$ cat config.mk
export PLATFORM = sky130hd
export DESIGN_NAME = t05_instr_queue_flat
export DESIGN_NICKNAME = d
export VERILOG_FILES = /design/src/rtl/t05_instr_queue_if.sv /design/src/rtl/t05_instr_queue.sv /design/src/flat_wrapper.sv
export SDC_FILE = /design/constraint.sdc
export NUM_CORES = 1
export LEC_CHECK = 0
export CORE_ASPECT_RATIO = 0.7
export CORE_MARGIN = 2
export CORE_UTILIZATION = 41
export CTS_CLUSTER_DIAMETER = 40
export DETAILED_ROUTE_END_ITERATION = 10
export HOLD_SLACK_MARGIN = 0.12
export PLACE_DENSITY = 0.62
export SYNTH_ARGS = -nofsm -noshare
export SYNTH_HDL_FRONTEND = slang
export SYNTH_SLANG_ARGS = --single-unit
$ cat constraint.sdc
create_clock -name clk -period 5.56 [get_ports clk]
set_input_delay 1.112 -clock clk [delete_from_list [all_inputs] [get_ports clk]]
set_output_delay 1.112 -clock clk [all_outputs]
set_load 0.02 [all_outputs]
$ cat src/rtl/t05_instr_queue_if.sv
// rtl/t05_instr_queue_if.sv - fetch/decode handshake bundle for the instruction queue
// master = fetch/decode side driving the queue, slave = the queue itself.
interface t05_instr_queue_if #(
    parameter int DEPTH = 4,
    parameter int WIDTH = 32
);
    localparam int CW = $clog2(DEPTH) + 1;

    logic             flush;
    logic             fetch_valid;
    logic [WIDTH-1:0] fetch_instr;
    logic [WIDTH-1:0] fetch_adr;
    logic             fetch_ready;
    logic             dec_valid;
    logic [WIDTH-1:0] dec_instr;
    logic [WIDTH-1:0] dec_adr;
    logic             dec_ready;
    logic [CW-1:0]    count;
    logic             full;
    logic             empty;

    modport master (
        output flush, fetch_valid, fetch_instr, fetch_adr, dec_ready,
        input  fetch_ready, dec_valid, dec_instr, dec_adr, count, full, empty
    );

    modport slave (
        input  flush, fetch_valid, fetch_instr, fetch_adr, dec_ready,
        output fetch_ready, dec_valid, dec_instr, dec_adr, count, full, empty
    );
endinterface

$ cat src/rtl/t05_instr_queue.sv
// rtl/t05_instr_queue.sv - fetch-to-decode instruction queue with flush
// Optional same-cycle empty-queue bypass enabled by defining T05_IQ_BYPASS_EN.
module t05_instr_queue #(
    parameter int DEPTH = 4,
    parameter int WIDTH = 32
) (
    input  logic               clk,
    input  logic               rst,
    t05_instr_queue_if.slave   q
);
    localparam int AW = $clog2(DEPTH);
    localparam int CW = AW + 1;
    localparam logic [AW-1:0] PTR_ONE = 1;
    localparam logic [CW-1:0] CNT_ONE = 1;
    localparam logic [CW-1:0] CNT_MAX = CW'(DEPTH);

    logic [AW-1:0]      r_head;
    logic [AW-1:0]      r_tail;
    logic [CW-1:0]      r_count;
    logic [2*WIDTH-1:0] r_mem [DEPTH];

    logic               w_full;
    logic               w_empty;
    logic               w_push;
    logic               w_pop;
    logic               w_dec_valid;
    logic [WIDTH-1:0]   w_dec_instr;
    logic [WIDTH-1:0]   w_dec_adr;
    logic [2*WIDTH-1:0] w_head_entry;

    assign w_full       = (r_count == CNT_MAX);
    assign w_empty      = (r_count == '0);
    assign w_head_entry = r_mem[r_head];

`ifdef T05_IQ_BYPASS_EN
    logic w_bypass;

    // Empty queue forwards the fetch word straight to decode; it is only
    // stored if decode does not take it this cycle.
    assign w_bypass    = w_empty && !q.flush && q.fetch_valid;
    assign w_dec_valid = (!w_empty && !q.flush) || w_bypass;
    assign w_pop       = !w_empty && !q.flush && q.dec_ready;
    assign w_push      = q.fetch_valid && !w_full && !q.flush
                         && !(w_bypass && q.dec_ready);

    always_comb begin
        w_dec_instr = '0;
        w_dec_adr   = '0;
        if (w_bypass) begin
            w_dec_instr = q.fetch_instr;
            w_dec_adr   = q.fetch_adr;
        end else if (w_dec_valid) begin
            w_dec_instr = w_head_entry[2*WIDTH-1:WIDTH];
            w_dec_adr   = w_head_entry[WIDTH-1:0];
        end
    end
`else
    assign w_dec_valid = !w_empty && !q.flush;
    assign w_pop       = w_dec_valid && q.dec_ready;
    assign w_push      = q.fetch_valid && !w_full && !q.flush;

    always_comb begin
        w_dec_instr = '0;
        w_dec_adr   = '0;
        if (w_dec_valid) begin
            w_dec_instr = w_head_entry[2*WIDTH-1:WIDTH];
            w_dec_adr   = w_head_entry[WIDTH-1:0];
        end
    end
`endif

    always_ff @(posedge clk) begin
        if (rst || q.flush) begin
            r_head  <= '0;
            r_tail  <= '0;
            r_count <= '0;
        end else begin
            if (w_push) begin
                r_tail <= r_tail + PTR_ONE;
            end
            if (w_pop) begin
                r_head <= r_head + PTR_ONE;
            end
            case ({w_push, w_pop})
                2'b10:   r_count <= r_count + CNT_ONE;
                2'b01:   r_count <= r_count - CNT_ONE;
                default: r_count <= r_count;
            endcase
        end
    end

    // Storage is never reset; the output mux masks it whenever empty.
    always_ff @(posedge clk) begin
        if (!rst && w_push) begin
            r_mem[r_tail] <= {q.fetch_instr, q.fetch_adr};
        end
    end

    assign q.fetch_ready = !w_full;
    assign q.dec_valid   = w_dec_valid;
    assign q.dec_instr   = w_dec_instr;
    assign q.dec_adr     = w_dec_adr;
    assign q.count       = r_count;
    assign q.full        = w_full;
    assign q.empty       = w_empty;
endmodule

$ cat src/flat_wrapper.sv
// flat-port wrapper written by rule: the top's interface ports become plain ports
module t05_instr_queue_flat 
#(
    parameter int DEPTH = 4,
    parameter int WIDTH = 32
)
  (clk, rst, q_flush, q_fetch_valid, q_fetch_instr, q_fetch_adr, q_dec_ready, q_fetch_ready, q_dec_valid, q_dec_instr, q_dec_adr, q_count, q_full, q_empty);
  t05_instr_queue_if #(.DEPTH(DEPTH), .WIDTH(WIDTH)) q_i ();
  input  logic clk;
  input  logic rst;
  input wire logic [$bits(q_i.flush)-1:0] q_flush;
  input wire logic [$bits(q_i.fetch_valid)-1:0] q_fetch_valid;
  input wire logic [$bits(q_i.fetch_instr)-1:0] q_fetch_instr;
  input wire logic [$bits(q_i.fetch_adr)-1:0] q_fetch_adr;
  input wire logic [$bits(q_i.dec_ready)-1:0] q_dec_ready;
  output wire logic [$bits(q_i.fetch_ready)-1:0] q_fetch_ready;
  output wire logic [$bits(q_i.dec_valid)-1:0] q_dec_valid;
  output wire logic [$bits(q_i.dec_instr)-1:0] q_dec_instr;
  output wire logic [$bits(q_i.dec_adr)-1:0] q_dec_adr;
  output wire logic [$bits(q_i.count)-1:0] q_count;
  output wire logic [$bits(q_i.full)-1:0] q_full;
  output wire logic [$bits(q_i.empty)-1:0] q_empty;
  assign q_i.flush = q_flush;
  assign q_i.fetch_valid = q_fetch_valid;
  assign q_i.fetch_instr = q_fetch_instr;
  assign q_i.fetch_adr = q_fetch_adr;
  assign q_i.dec_ready = q_dec_ready;
  assign q_fetch_ready = q_i.fetch_ready;
  assign q_dec_valid = q_i.dec_valid;
  assign q_dec_instr = q_i.dec_instr;
  assign q_dec_adr = q_i.dec_adr;
  assign q_count = q_i.count;
  assign q_full = q_i.full;
  assign q_empty = q_i.empty;
  t05_instr_queue #(.DEPTH(DEPTH), .WIDTH(WIDTH)) u_core (.clk(clk), .rst(rst), .q(q_i));
endmodule
==> insert_results.sql <==
INSERT INTO impl_metrics (metric_group, metric, value, unit) VALUES
('status', 'run_status', 'complete, no violations', ''),
('layout', 'finalInstanceArea', '0.0131', 'mm²'),
('synth', 'most_area_consuming_cells_after_synthesis', 'edfxtp_1, mux4_2, and2_1', ''),
('layout', 'flow.area_growth_from_synthesis', '27.7', '%'),
('job', 'maxCapViolations', '0', ''),
('setup_path', 'critical_path.n_buffers_inverters', '4', ''),
('placement', 'port_buffers', '139', ''),
('synth', 'postSynth.topFlopCell', 'edfxtp_1', ''),
('synth', 'postSynth.asyncResetShare', '0', ''),
('placement', 'instance_area_at_placement', '0.0119', 'mm²'),
('clock_network', 'cts_root_buffer', 'clkbuf_16', ''),
('placement', 'gp_congestion', '0.706', ''),
('sta', 'hold_viol_final', '0', ''),
('global_route', 'grt_first_pass_wirelength', '30200', 'µm'),
('synth', 'netlist_area', '0.0103', 'mm²'),
('synth', 'yosysMostFrequentCell', 'edfxtp_1', ''),
('power', 'power.ir.vdd_worst', '0.233', 'mV'),
('sta', 'count_of_final_setup_violators', '0', ''),
('layout', 'post_route_cells_drive_above_1_share', '0.210', ''),
('clock_network', 'numCtsBuffers', '34', ''),
('sta', 'tightestPinTransition', '1.07', 'ns'),
('placement', 'dpl.hpwl', '10800', 'µm'),
('setup_path', 'startpoint_type', 'primary input', ''),
('sta', 'max_freq', '223', 'MHz'),
('floorplanning', 'die_height', '136', 'µm'),
('sta', 'grt_setup_unrepaired', 'false', ''),
('floorplanning', 'ios', '140', ''),
('setup_path', 'critical_path_class', 'primary input to output pin', ''),
('route', 'drt_first_iter_violations', '313', ''),
('clock_network', 'cts_repair_resize_count', '0', ''),
('setup_path', 'cp_max_fo', '25', ''),
('clock_network', 'cts_hold_buf', '0', ''),
('floorplanning', 'core_area', '0.0246', 'mm²'),
('synth', 'most_used_standard_cells_in_the_synthesized_netlist', 'edfxtp_1, and2_1, mux4_2', ''),
('setup_path', 'critPathCaptureType', 'output pin', ''),
('setup_path', 'critical_path_s_top_delay_family', 'buffers and inverters', ''),
('clock_network', 'clk-insertion-delay-late', '0.50', 'ns'),
('route', 'number_of_drc_violations_after_detailed_routing', '0', ''),
('layout', 'final_layout_fill_cell_count', '1966', ''),
('placement', 'placed_cells_incl_taps', '908', ''),
('setup_path', 'cp.depth', '6', ''),
('floorplanning', 'start_util', '0.416', ''),
('clock_network', 'htreeDepth', '2', ''),
('synth', 'synth_edf_count', '256', ''),
('global_route', 'remaining_global_route_overflow', '0', ''),
('setup_path', 'r2r_slack', '2.98', 'ns'),
('global_route', 'grt_antenna_before_repair', '0', ''),
('synth', 'ys_seq_area_frac', '0.767', ''),
('clock_network', 'tritoncts', 'done', ''),
('sta', 'worst_slew_margin_relative_to_its_limit', '0.284', ''),
('sta', 'worst_clock_skew', '0.0183', 'ns'),
('clock_network', 'cts_sinks', '265', ''),
('route', 'route.final.wire_length', '19800', 'µm'),
('route', 'number_of_vias_after_detailed_routing', '4913', ''),
('setup_path', 'timing.rr.start', 'u_core.q.count[2]$_SDFFE_PP0P_', ''),
('floorplanning', 'fp-row-count', '48', ''),
('power', 'power-per-cell-area', '352', 'mW/mm²'),
('setup_path', 'cell_mode_on_critical_path', 'clkdlybuf4s50_1', ''),
('synth', 'yosys_cell_types', '31', ''),
('synth', 'syn-num-nets', '539', ''),
('setup_path', 'max_stage_delay', '0.62', 'ns'),
('global_route', 'pin_count_of_the_biggest_net_entering_global_routing', '65', ''),
('global_route', 'global_route.usage.total', '0.154', ''),
('synth', 'synth-seq-cells', '265', ''),
('layout', 'count_of_placed_standard_cells_in_the_final_layout_fillers_left_out', '970', ''),
('floorplanning', 'die-area', '0.0263', 'mm²'),
('setup_path', 'cp_data_required_time', '4.45', 'ns'),
('synth', 'netlist.top_cell.by_area', 'edfxtp_1', ''),
('synth', 'post_synth_inst_count', '464', ''),
('setup_path', 'worst_r2r_endpoint', 'u_core.q.count[2]$_SDFFE_PP0P_', ''),
('route', 'vias_per_cell', '5.06', '');
logic make-up after synthesis:
family / Yosys count / share of synthesized area
buf+inv: 31 / 0.0225
compound gates: 11 / 0.00732
mux: 64 / 0.141
fa+ha+maj: 6 / 0.00806
flops: 265 / 0.767
xor+xnor: 2 / 0.00171
simple gates: 85 / 0.0524
cells in the final DEF, fill, tap and decap left out, types with 2 or more instances in the layout:
master and n:
clkbuf_16 37, clkinv_1 2, clkdlybuf4s50_1 139, mux4_2 64, dfxtp_1 7, o31ai_1 2, ha_1 5, dfxtp_4 2
and3_4 4, inv_1 7, buf_4 2, xor2_1 2, clkbuf_1 4, o21ai_0 2, nor2_1 5, or3_1 3
inv_6 4, clkinv_4 2, a21oi_1 4, inv_8 2, clkinvlp_4 5, and2_1 64, bufinv_16 4, edfxtp_1 256
per-stage QoR:
stage          hold WS [ns]  total power (W)  worst slack (ns)  utilization
2_1_floorplan         0.459          0.00231              2.41            -
3_3_place_gp          0.462          0.00240              1.10        0.484
3_5_place_dp          0.499          0.00241              1.01        0.484
4_1_cts               0.507          0.00466             0.989        0.532
5_1_grt               0.536          0.00475             0.886        0.532
6_report              0.510          0.00460              1.07        0.532
flip-flops by register name, indices dropped and copies added (netlist names), named ones only:
name / count
u_core.r_mem: 256
u_core.q.count: 3
u_core.r_head: 2
u_core.r_tail: 2
power breakdown:
group | switching (W) | leakage, nW | internal, W
sequential | 0.00000585 | 2.39 | 0.00221
combinational | 0.0000705 | 1.18 | 0.0000819
clock | 0.000823 | 0.563 | 0.00141
total | 0.000899 | 4.13 | 0.00371
final cells by class:
| type | instances | area (µm²) | share of cell area |
|---|---|---|---|
| Antenna cell | 1 | 2.50 | 0.000191 |
| Clock buffer | 41 | 941 | 0.0719 |
| Clock inverter | 20 | 245 | 0.0187 |
| Inverter | 8 | 30.0 | 0.00229 |
| Multi-Input combinational cell | 168 | 2170 | 0.166 |
| Sequential cell | 265 | 7880 | 0.601 |
| Tap cell | 325 | 407 | 0.0311 |
| Timing Repair Buffer | 142 | 1430 | 0.109 |
metal layers:
layer | vias to the layer above | routed length (µm) | GRT usage
met2 | 129 | 9510 | 0.248
met3 | 26 | 1260 | 0.0392
met4 | 0 | 279 | 0.0429
met5 | - | 0 | 0
li1 | 2198 | - | -
met1 | 2560 | 8760 | 0.209
worst min-delay path, stage by stage (launching register included):
cell and delay (ns):
dfxtp_1 0.30, o21ai_0 0.07, a21oi_1 0.08
worst max path at each step:
stage            start              end
2_1_floorplan  q_flush    q_dec_adr[22]
3_3_place_gp   q_flush  q_dec_instr[16]
3_5_place_dp   q_flush    q_dec_adr[13]
4_1_cts        q_flush    q_dec_adr[23]
5_1_grt        q_flush    q_dec_adr[23]
6_report       q_flush    q_dec_adr[23]
(Power assumes the default switching activity.)
